## src/rtl/instr_mem_ctrl.sv

```systemverilog
`default_nettype none
// ============================================================================
// Module      : instr_mem_ctrl
// Description : Sequencer and port arbiter for the single-port instruction
//               BRAM. Owns the port for the program loader after reset, then
//               hands it to the fetch stage (1 read/cycle, 1-cycle latency)
//               once the loader's last word is written.
//               Optional macro IMEM_BOUND_CHECK_EN: fetches at or beyond the
//               loaded word count return NOP_WORD and pulse fetch_oob.
// Revision    : 1.0 - initial release
// ============================================================================
module instr_mem_ctrl #(
   parameter int          ADDR_WIDTH = 5,
   parameter logic [31:0] NOP_WORD   = 32'h0000_0013
) (
   input  logic                  clk,
   input  logic                  rstn,
   input  logic                  reload,
   input  logic                  ld_valid,
   input  logic [31:0]           ld_data,
   input  logic                  ld_last,
   output logic                  ld_ready,
   input  logic                  fetch_req,
   input  logic [31:0]           fetch_addr,
   output logic                  fetch_ready,
   output logic                  fetch_valid,
   output logic [31:0]           fetch_data,
   output logic                  fetch_oob,
   output logic                  boot_done,
   output logic                  load_ovf,
   output logic [ADDR_WIDTH:0]   word_count,
   output logic                  mem_we,
   output logic                  mem_en,
   output logic [31:0]           mem_addr,
   output logic [31:0]           mem_din,
   input  logic [31:0]           mem_dout
);

   localparam int DEPTH = 2 ** ADDR_WIDTH;
   localparam logic [ADDR_WIDTH:0] DEPTH_CNT = (ADDR_WIDTH + 1)'(DEPTH);

   typedef enum logic [1:0] {
      S_LOAD = 2'd0,
      S_RUN  = 2'd1,
      S_OVF  = 2'd2
   } state_t;

   state_t                state, state_nx;
   logic [ADDR_WIDTH:0]   count_nx;
   logic [ADDR_WIDTH:0]   count_inc;
   logic                  ld_acc;
   logic                  fetch_acc;
   logic [ADDR_WIDTH-1:0] fetch_idx;
   logic [ADDR_WIDTH-1:0] index;
   logic [31:0]           rd_word;
   logic [31:0]           data_hold;

   // Handshakes, port arbitration and the combinational BRAM interface
   always_comb begin
      ld_ready    = (state == S_LOAD) & ~reload;
      fetch_ready = (state == S_RUN) & ~reload;
      ld_acc      = ld_valid & ld_ready;
      fetch_acc   = fetch_req & fetch_ready;
      fetch_idx   = fetch_addr[ADDR_WIDTH+1:2];
      index       = ld_acc ? word_count[ADDR_WIDTH-1:0] : fetch_idx;
      mem_en      = ld_acc | fetch_acc;
      mem_we      = ld_acc;
      mem_din     = ld_data;
      mem_addr    = {{(32-ADDR_WIDTH-2){1'b0}}, index, 2'b00};
      boot_done   = (state == S_RUN);
      load_ovf    = (state == S_OVF);
   end

   // Next state and word count; reload wins over any request
   always_comb begin
      state_nx  = state;
      count_nx  = word_count;
      count_inc = word_count + 1'b1;
      if (reload) begin
         state_nx = S_LOAD;
         count_nx = '0;
      end else begin
         case (state)
            S_LOAD: begin
               if (ld_acc) begin
                  count_nx = count_inc;
                  if (ld_last)
                     state_nx = S_RUN;
                  else if (count_inc == DEPTH_CNT)
                     state_nx = S_OVF;
               end
            end
            S_RUN:   state_nx = S_RUN;
            S_OVF:   state_nx = S_OVF;
            default: state_nx = S_LOAD;
         endcase
      end
   end

   // State, word count and read-valid pipeline registers
   always_ff @(posedge clk or negedge rstn) begin
      if (!rstn) begin
         state       <= S_LOAD;
         word_count  <= '0;
         fetch_valid <= 1'b0;
      end else begin
         state       <= state_nx;
         word_count  <= count_nx;
         fetch_valid <= fetch_acc;
      end
   end

`ifdef IMEM_BOUND_CHECK_EN
   logic oob_q;
   logic unused_addr_bits;

   assign unused_addr_bits = ^{fetch_addr[31:ADDR_WIDTH+2], fetch_addr[1:0]};

   // Remember whether the accepted fetch lies beyond the loaded program
   always_ff @(posedge clk or negedge rstn) begin
      if (!rstn)
         oob_q <= 1'b0;
      else
         oob_q <= fetch_acc & ({1'b0, fetch_idx} >= word_count);
   end

   assign rd_word   = oob_q ? NOP_WORD : mem_dout;
   assign fetch_oob = oob_q;
`else
   logic unused_addr_bits;

   assign unused_addr_bits = ^{fetch_addr[31:ADDR_WIDTH+2], fetch_addr[1:0], NOP_WORD};
   assign rd_word   = mem_dout;
   assign fetch_oob = 1'b0;
`endif

   // Keep the last delivered word so fetch_data holds between reads
   always_ff @(posedge clk or negedge rstn) begin
      if (!rstn)
         data_hold <= '0;
      else if (fetch_valid)
         data_hold <= rd_word;
   end

   assign fetch_data = fetch_valid ? rd_word : data_hold;

endmodule
`default_nettype wire

```

## config.mk

```make
export PLATFORM = sky130hd
export DESIGN_NAME = instr_mem_ctrl
export DESIGN_NICKNAME = d
export VERILOG_FILES = /design/src/rtl/instr_mem_ctrl.sv
export SDC_FILE = /design/constraint.sdc
export NUM_CORES = 1
export LEC_CHECK = 0
export CAP_MARGIN = 10
export CORE_UTILIZATION = 33
export DETAILED_ROUTE_END_ITERATION = 6
export GPL_TIMING_DRIVEN = 1
export MAX_ROUTING_LAYER = met4
export PLACE_DENSITY = 0.88
export SLEW_MARGIN = 20
export SYNTH_ARGS = -nofsm -noshare
export SYNTH_HDL_FRONTEND = slang
export SYNTH_SLANG_ARGS = --single-unit
```

## constraint.sdc

```tcl
create_clock -name clk -period 4.4 [get_ports clk]
set_input_delay 0.88 -clock clk [delete_from_list [all_inputs] [get_ports clk]]
set_output_delay 0.88 -clock clk [all_outputs]
set_load 0.01 [all_outputs]
```

# After elaboration in Yosys (flattened, before gate mapping)

Index checks and enable logic that the tools add are counted.

Register bits: 41
Output and inout port bits: 110

Add/subtract/negate cells: 1
Eq/ne operators: 5
Mux-type cells: 10
Reductions and logical operators: 5
Bitwise gates (word level): 6

Operators by type and width:

| cell                                                | number |
|---|---|
| two-way mux 32 bit                                  | 1 |
| two-way mux 6 bit                                   | 3 |
| two-way mux 2 bit                                   | 4 |
| adder 6 x 1 -> 6 bit, second input constant         | 1 |
| equality test 6 bit, second input constant          | 1 |
| case mux 2 bit (3 select lines)                     | 1 |
| two-way mux 5 bit                                   | 1 |
| AND 1 bit                                           | 4 |
| != test 4 x 3 -> 1 bit, second input constant       | 1 |
| AND reduction 2 bit                                 | 2 |
| nonzero test 2 bit                                  | 2 |
| != test 3 bit, second input constant                | 1 |
| equality test 2 x 1 -> 1 bit, second input constant | 1 |
| equality test 2 bit, second input constant          | 1 |
| logical NOT 2 bit                                   | 1 |
| inverter 1 bit                                      | 1 |
| OR 1 bit                                            | 1 |

# Longest topological paths before layout

Depth after elaboration: 7
Mapped depth: 5

# Least setup slack after synthesis

No wires, ideal clock.

Path type: input to output
From: input reload
To: output mem_addr[2]
Data required time: 3520 ps
Data arrival time: 1763 ps
Cell stages on the path: 2
Path slack: 1757 ps
Path through: nor4b_4 -> mux2_2

Word-level cells in the longest chain between the ends: 4

Ends and longest elaborated chain:

| item              | line | text |
|---|---|---|
| start, declared   | 18   | `input logic reload,` |
| inverter 1 bit    | 60   | `ld_ready = (state == S_LOAD) & ~reload;` |
| AND 1 bit         | 60   |  |
| AND 1 bit         | 62   | `ld_acc = ld_valid & ld_ready;` |
| two-way mux 5 bit | 65   | `index = ld_acc ? word_count[ADDR_WIDTH-1:0] : fetch_idx;` |
| end, declared     | 34   | `output logic [31:0] mem_addr,` |

No other way between the ends.

# Final worst setup path

From: input ld_valid
To: output mem_addr[5]

Word-level cells in the longest chain between the ends: 2

Ends and longest elaborated chain:

| item              | line | text |
|---|---|---|
| start, declared   | 19   | `input logic ld_valid,` |
| AND 1 bit         | 62   |  |
| two-way mux 5 bit | 65   |  |

No other way between the ends.

==> results.txt <==
- Result of the run: completed
- TritonCTS built the clock tree.
* Number of synthesized register bits: 41
* Clock period minus worst slack: 3750 ps
* Total inserted antenna cells: 0
- Mean cell area of the mapped netlist: 12.0 um2
- Dividing the final minimum period by the clock period gives 85.2%.
- TritonRoute pass-1 iters: 4
- Post-CTS timing repair inserted 0 buffers for setup.
- The library cell used most frequently in the layout, excluding fill and tap cells, is sky130_fd_sc_hd__clkdlybuf4s50_1.
- Internal cell power: 0.808 mW
- The filler cells instantiated in the layout total 603.
- Pins Over Slew Limit: 0
* Tot GR Track Use: between 10% and 20%
- Pwr per Cell Area: 379 nW/um2
- Clock-pin slew was measured on the worst setup and hold paths at ~80 ps.
* Data arrival time at the worst-slack endpoint: approximately 2900 ps
- In this run the tool buffered the top-level ports with between 90 and 100 buffer cells.
- CP Cell Sequence: clkdlybuf4s50_1 > nor4b_4 > mux2_2 > clkdlybuf4s50_1
* Half-perimeter wire length after placement: 3.36 mm
- Portion of total power attributed to sequential cells: approximately 43%
* Per-cell via count in the routed design: 4.43
- STA classifies the critical path startpoint as an input pin.
* Final count of negative-setup-slack endpoints: 0
* Antenna violation net count after detailed routing: 0
- Number of warnings printed during yosys synthesis: 0
- Final-layout setup total negative slack: 0 ps
- Seq/Total Area, Yosys: 46.5%
- Peak supply drop: 209 uV
- In this run the clock root is driven by a sky130_fd_sc_hd__clkbuf_8.
- Largest cells by area after synthesis: sky130_fd_sc_hd__dfrtp_1 47%, sky130_fd_sc_hd__buf_4 20%, sky130_fd_sc_hd__mux2_2 18%, sky130_fd_sc_hd__nor2_1 1.2%, sky130_fd_sc_hd__xor2_1 1.2%
- Number of instances resized during post-cts repair: 0
- In this design, the largest share of critical-path delay is due to buffers and inverters.
- CP endpoint kind: output pin
* Switching Fraction: 27.3%
* Count of different cell masters after synthesis: 34
- Summed over all nets, the switching power comes to 0.303 mW.
- Initial DRC count: 14
* Via count of the first global-routing pass: 1434
* Area of the placeable core: 6390 um2
- The die covers 7010 um2.
* Number of buffer and inverter stages on the critical path: 2
- The number of hold violations in the final report was 0.
- Post-synthesis cell count: 184
* Final Instance Count excl. Fillers: 323
- Launch point of the worst reg-to-reg path: fetch_valid$_DFF_PN0_
- Part of the total power dissipated in combinational logic: 35.5%
- Wires add up to 4.42 mm.
* Worst skew pair latency: 280 ps
- The initial utilization of the core area, before any placement, comes to 34.5%.
* Max-capacitance violation count: 0
* Number of clock sinks seen by CTS: 41
- Crit Path Max Fanout: 7
- Clock buffer depth: 2
- Summed over all cells, the static leakage comes to 1.25 nW.
- Antenna violations before repair: 0
- Post-Syn Area: 2200 um2
- Hold wc startpoint: data_hold[3]$_DFF_PN0_
- Residual overflow from global routing: 0
- The most critical setup path has its startpoint at ld_valid.
* Commonest non-fill, non-tap cells in the layout: 91 x sky130_fd_sc_hd__clkdlybuf4s50_1, 41 x sky130_fd_sc_hd__dfrtp_1, 35 x sky130_fd_sc_hd__mux2_2
- For this run, design rule violations remaining after detail routing come to 0.
* Required time worst endpoint: 3520 ps
- The clock network accounts for 21.4% of the total power.
- Top-area cell type share of the netlist area: 46.5%
- Relative to the synthesized area, the layout overhead comes to 32.9%.
* Global-route wire length before repair: approximately 7.1 mm
- In this design, the stage delay of the slowest critical-path cell is 590 ps.
- The path class of the tightest hold or removal check is reg -> reg.
- In this run, post-CTS hold repair placed 0 buffers.
- In this design, the critical path's most frequently occurring cell is sky130_fd_sc_hd__clkdlybuf4s50_1.
* I/O Pins: 212
* Height of the die: 83.7 um
- Largest net degree at the start of global routing: 42
* Drt wl/cell: 13.7 um
- In the final design database the tool counted 348 nets.
* Via count: between 1000 and 1500
* Final weighted congestion in routability-driven placement: 0.792
- Counting the buffers created by CTS gives 5.
- The worst setup path is of the in -> out kind.
- Final setup skew: 4.42 ps
- The floorplan has 29 rows.
- Slew at the pin closest to its max-slew limit: 919 ps
- Summed over all instances, the cell type with the most area after synthesis is sky130_fd_sc_hd__dfrtp_1.
- Number of placed instances, taps included: 315
* X dimension of the die: approximately 84 um
- Ratio of cells with drive above 1 in the final layout: 20.3%
- H-tree Lvls: 2
- Maximum operating frequency: 0.267 GHz
* Unrepaired setup endpoints after global routing: no
- Slew HR: between 30 and 40%
* Slowest stage cell on the critical path: sky130_fd_sc_hd__clkdlybuf4s50_1
-- registers in the layout (all words and copies together) (netlist names) --
signal       count
state            2
fetch_valid      1
word_count       6
data_hold       32
-- synthesized netlist by cell type --
| master | n |
|---|---|
| sky130_fd_sc_hd__nor3b_1 | 1 |
| sky130_fd_sc_hd__mux2_2 | 35 |
| sky130_fd_sc_hd__buf_4 | 60 |
| sky130_fd_sc_hd__nand3_1 | 2 |
| sky130_fd_sc_hd__nor3b_2 | 1 |
| sky130_fd_sc_hd__buf_2 | 4 |
| sky130_fd_sc_hd__a41oi_1 | 1 |
| sky130_fd_sc_hd__nand3b_1 | 1 |
| sky130_fd_sc_hd__nor4b_4 | 1 |
| sky130_fd_sc_hd__mux2i_1 | 1 |
| sky130_fd_sc_hd__dfrtp_1 | 41 |
| sky130_fd_sc_hd__a211o_1 | 1 |
| sky130_fd_sc_hd__ha_1 | 1 |
| sky130_fd_sc_hd__xnor2_1 | 2 |
| sky130_fd_sc_hd__nand4_1 | 1 |
| sky130_fd_sc_hd__mux2_1 | 2 |
| sky130_fd_sc_hd__nor2_1 | 7 |
| sky130_fd_sc_hd__and2_1 | 1 |
| sky130_fd_sc_hd__nor2b_1 | 2 |
| sky130_fd_sc_hd__conb_1 | 1 |
| sky130_fd_sc_hd__nor4_1 | 1 |
| sky130_fd_sc_hd__and3_1 | 1 |
| sky130_fd_sc_hd__and4bb_2 | 1 |
| sky130_fd_sc_hd__inv_1 | 1 |
| sky130_fd_sc_hd__xor2_1 | 3 |
| sky130_fd_sc_hd__clkbuf_1 | 1 |
| sky130_fd_sc_hd__nor3_1 | 3 |
| sky130_fd_sc_hd__a21oi_1 | 1 |
| sky130_fd_sc_hd__clkbuf_2 | 1 |
| sky130_fd_sc_hd__nand2_1 | 1 |
| sky130_fd_sc_hd__or2_2 | 1 |
| sky130_fd_sc_hd__buf_6 | 1 |
| sky130_fd_sc_hd__o21ai_0 | 1 |
| sky130_fd_sc_hd__a211oi_1 | 1 |
-- final timing paths --
kind	end	slack, ps	cells past startpoint
max in group asynchronous	data_hold[21]$_DFF_PN0_	3110	1
setup reg to reg	data_hold[5]$_DFF_PN0_	3050	2
setup / recovery	mem_addr[5]	650	4
hold / removal	data_hold[3]$_DFF_PN0_	490	1
hold reg to reg	data_hold[3]$_DFF_PN0_	490	1
min in group asynchronous	data_hold[3]$_DFF_PN0_	720	1
-- stage by stage --
step	power [mW]	area [um2]	setup WS (ps)	util [%]	hold slack [ps]
floorplan	0.697	2310	1760	-	513
global placement	0.870	2840	668	44.5	463
detailed placement	0.888	2840	633	44.5	475
CTS	1.14	2930	621	45.9	496
global route	1.18	2930	557	45.9	512
finish	1.11	2930	649	45.9	487
-- per-layer routing --
metal	share of wire [%]	up-vias	track usage, %
met2	51	81	22.7
li1	-	648	-
met4	1.0	0	5.08
met1	39	693	14.1
met3	9.1	8	4.95
met5	0	-	-
-- layout make-up --
type / count / area, um2 / area share, %
timing repair buffer: 94 / 931 / 31.8
clock buffer: 5 / 68.8 / 2.35
multi-input combinational: 102 / 786 / 26.8
tap: 77 / 96.3 / 3.29
clock inverter: 3 / 17.5 / 0.598
inverter: 1 / 3.75 / 0.128
sequential: 41 / 1030 / 35.0
-- power by group through the flow --
| stage | Clock (mW) | Combinational, mW | Sequential, mW |
|---|---|---|---|
| floorplan | 0 | 0.218 | 0.479 |
| global placement | 0 | 0.387 | 0.483 |
| detailed placement | 0 | 0.399 | 0.489 |
| CTS | 0.254 | 0.401 | 0.481 |
| global route | 0.267 | 0.421 | 0.491 |
| finish | 0.237 | 0.394 | 0.479 |
-- cell families (layout without fill, tap and decap cells) --
kind of cell	count (synthesis)	in the layout	share of synthesized area, %
multiplexers	38	38	19.4
buffers and inverters	68	103	22.4
XOR/XNOR	5	5	1.99
AO/OA/AOI/OAI	5	5	1.59
other	1	28	0.170
AND/OR/NAND/NOR	25	25	7.38
flip-flops	41	41	46.5
adder cells (fa/ha/maj)	1	1	0.567
Note: power is estimated with default switching activity, not from simulation.
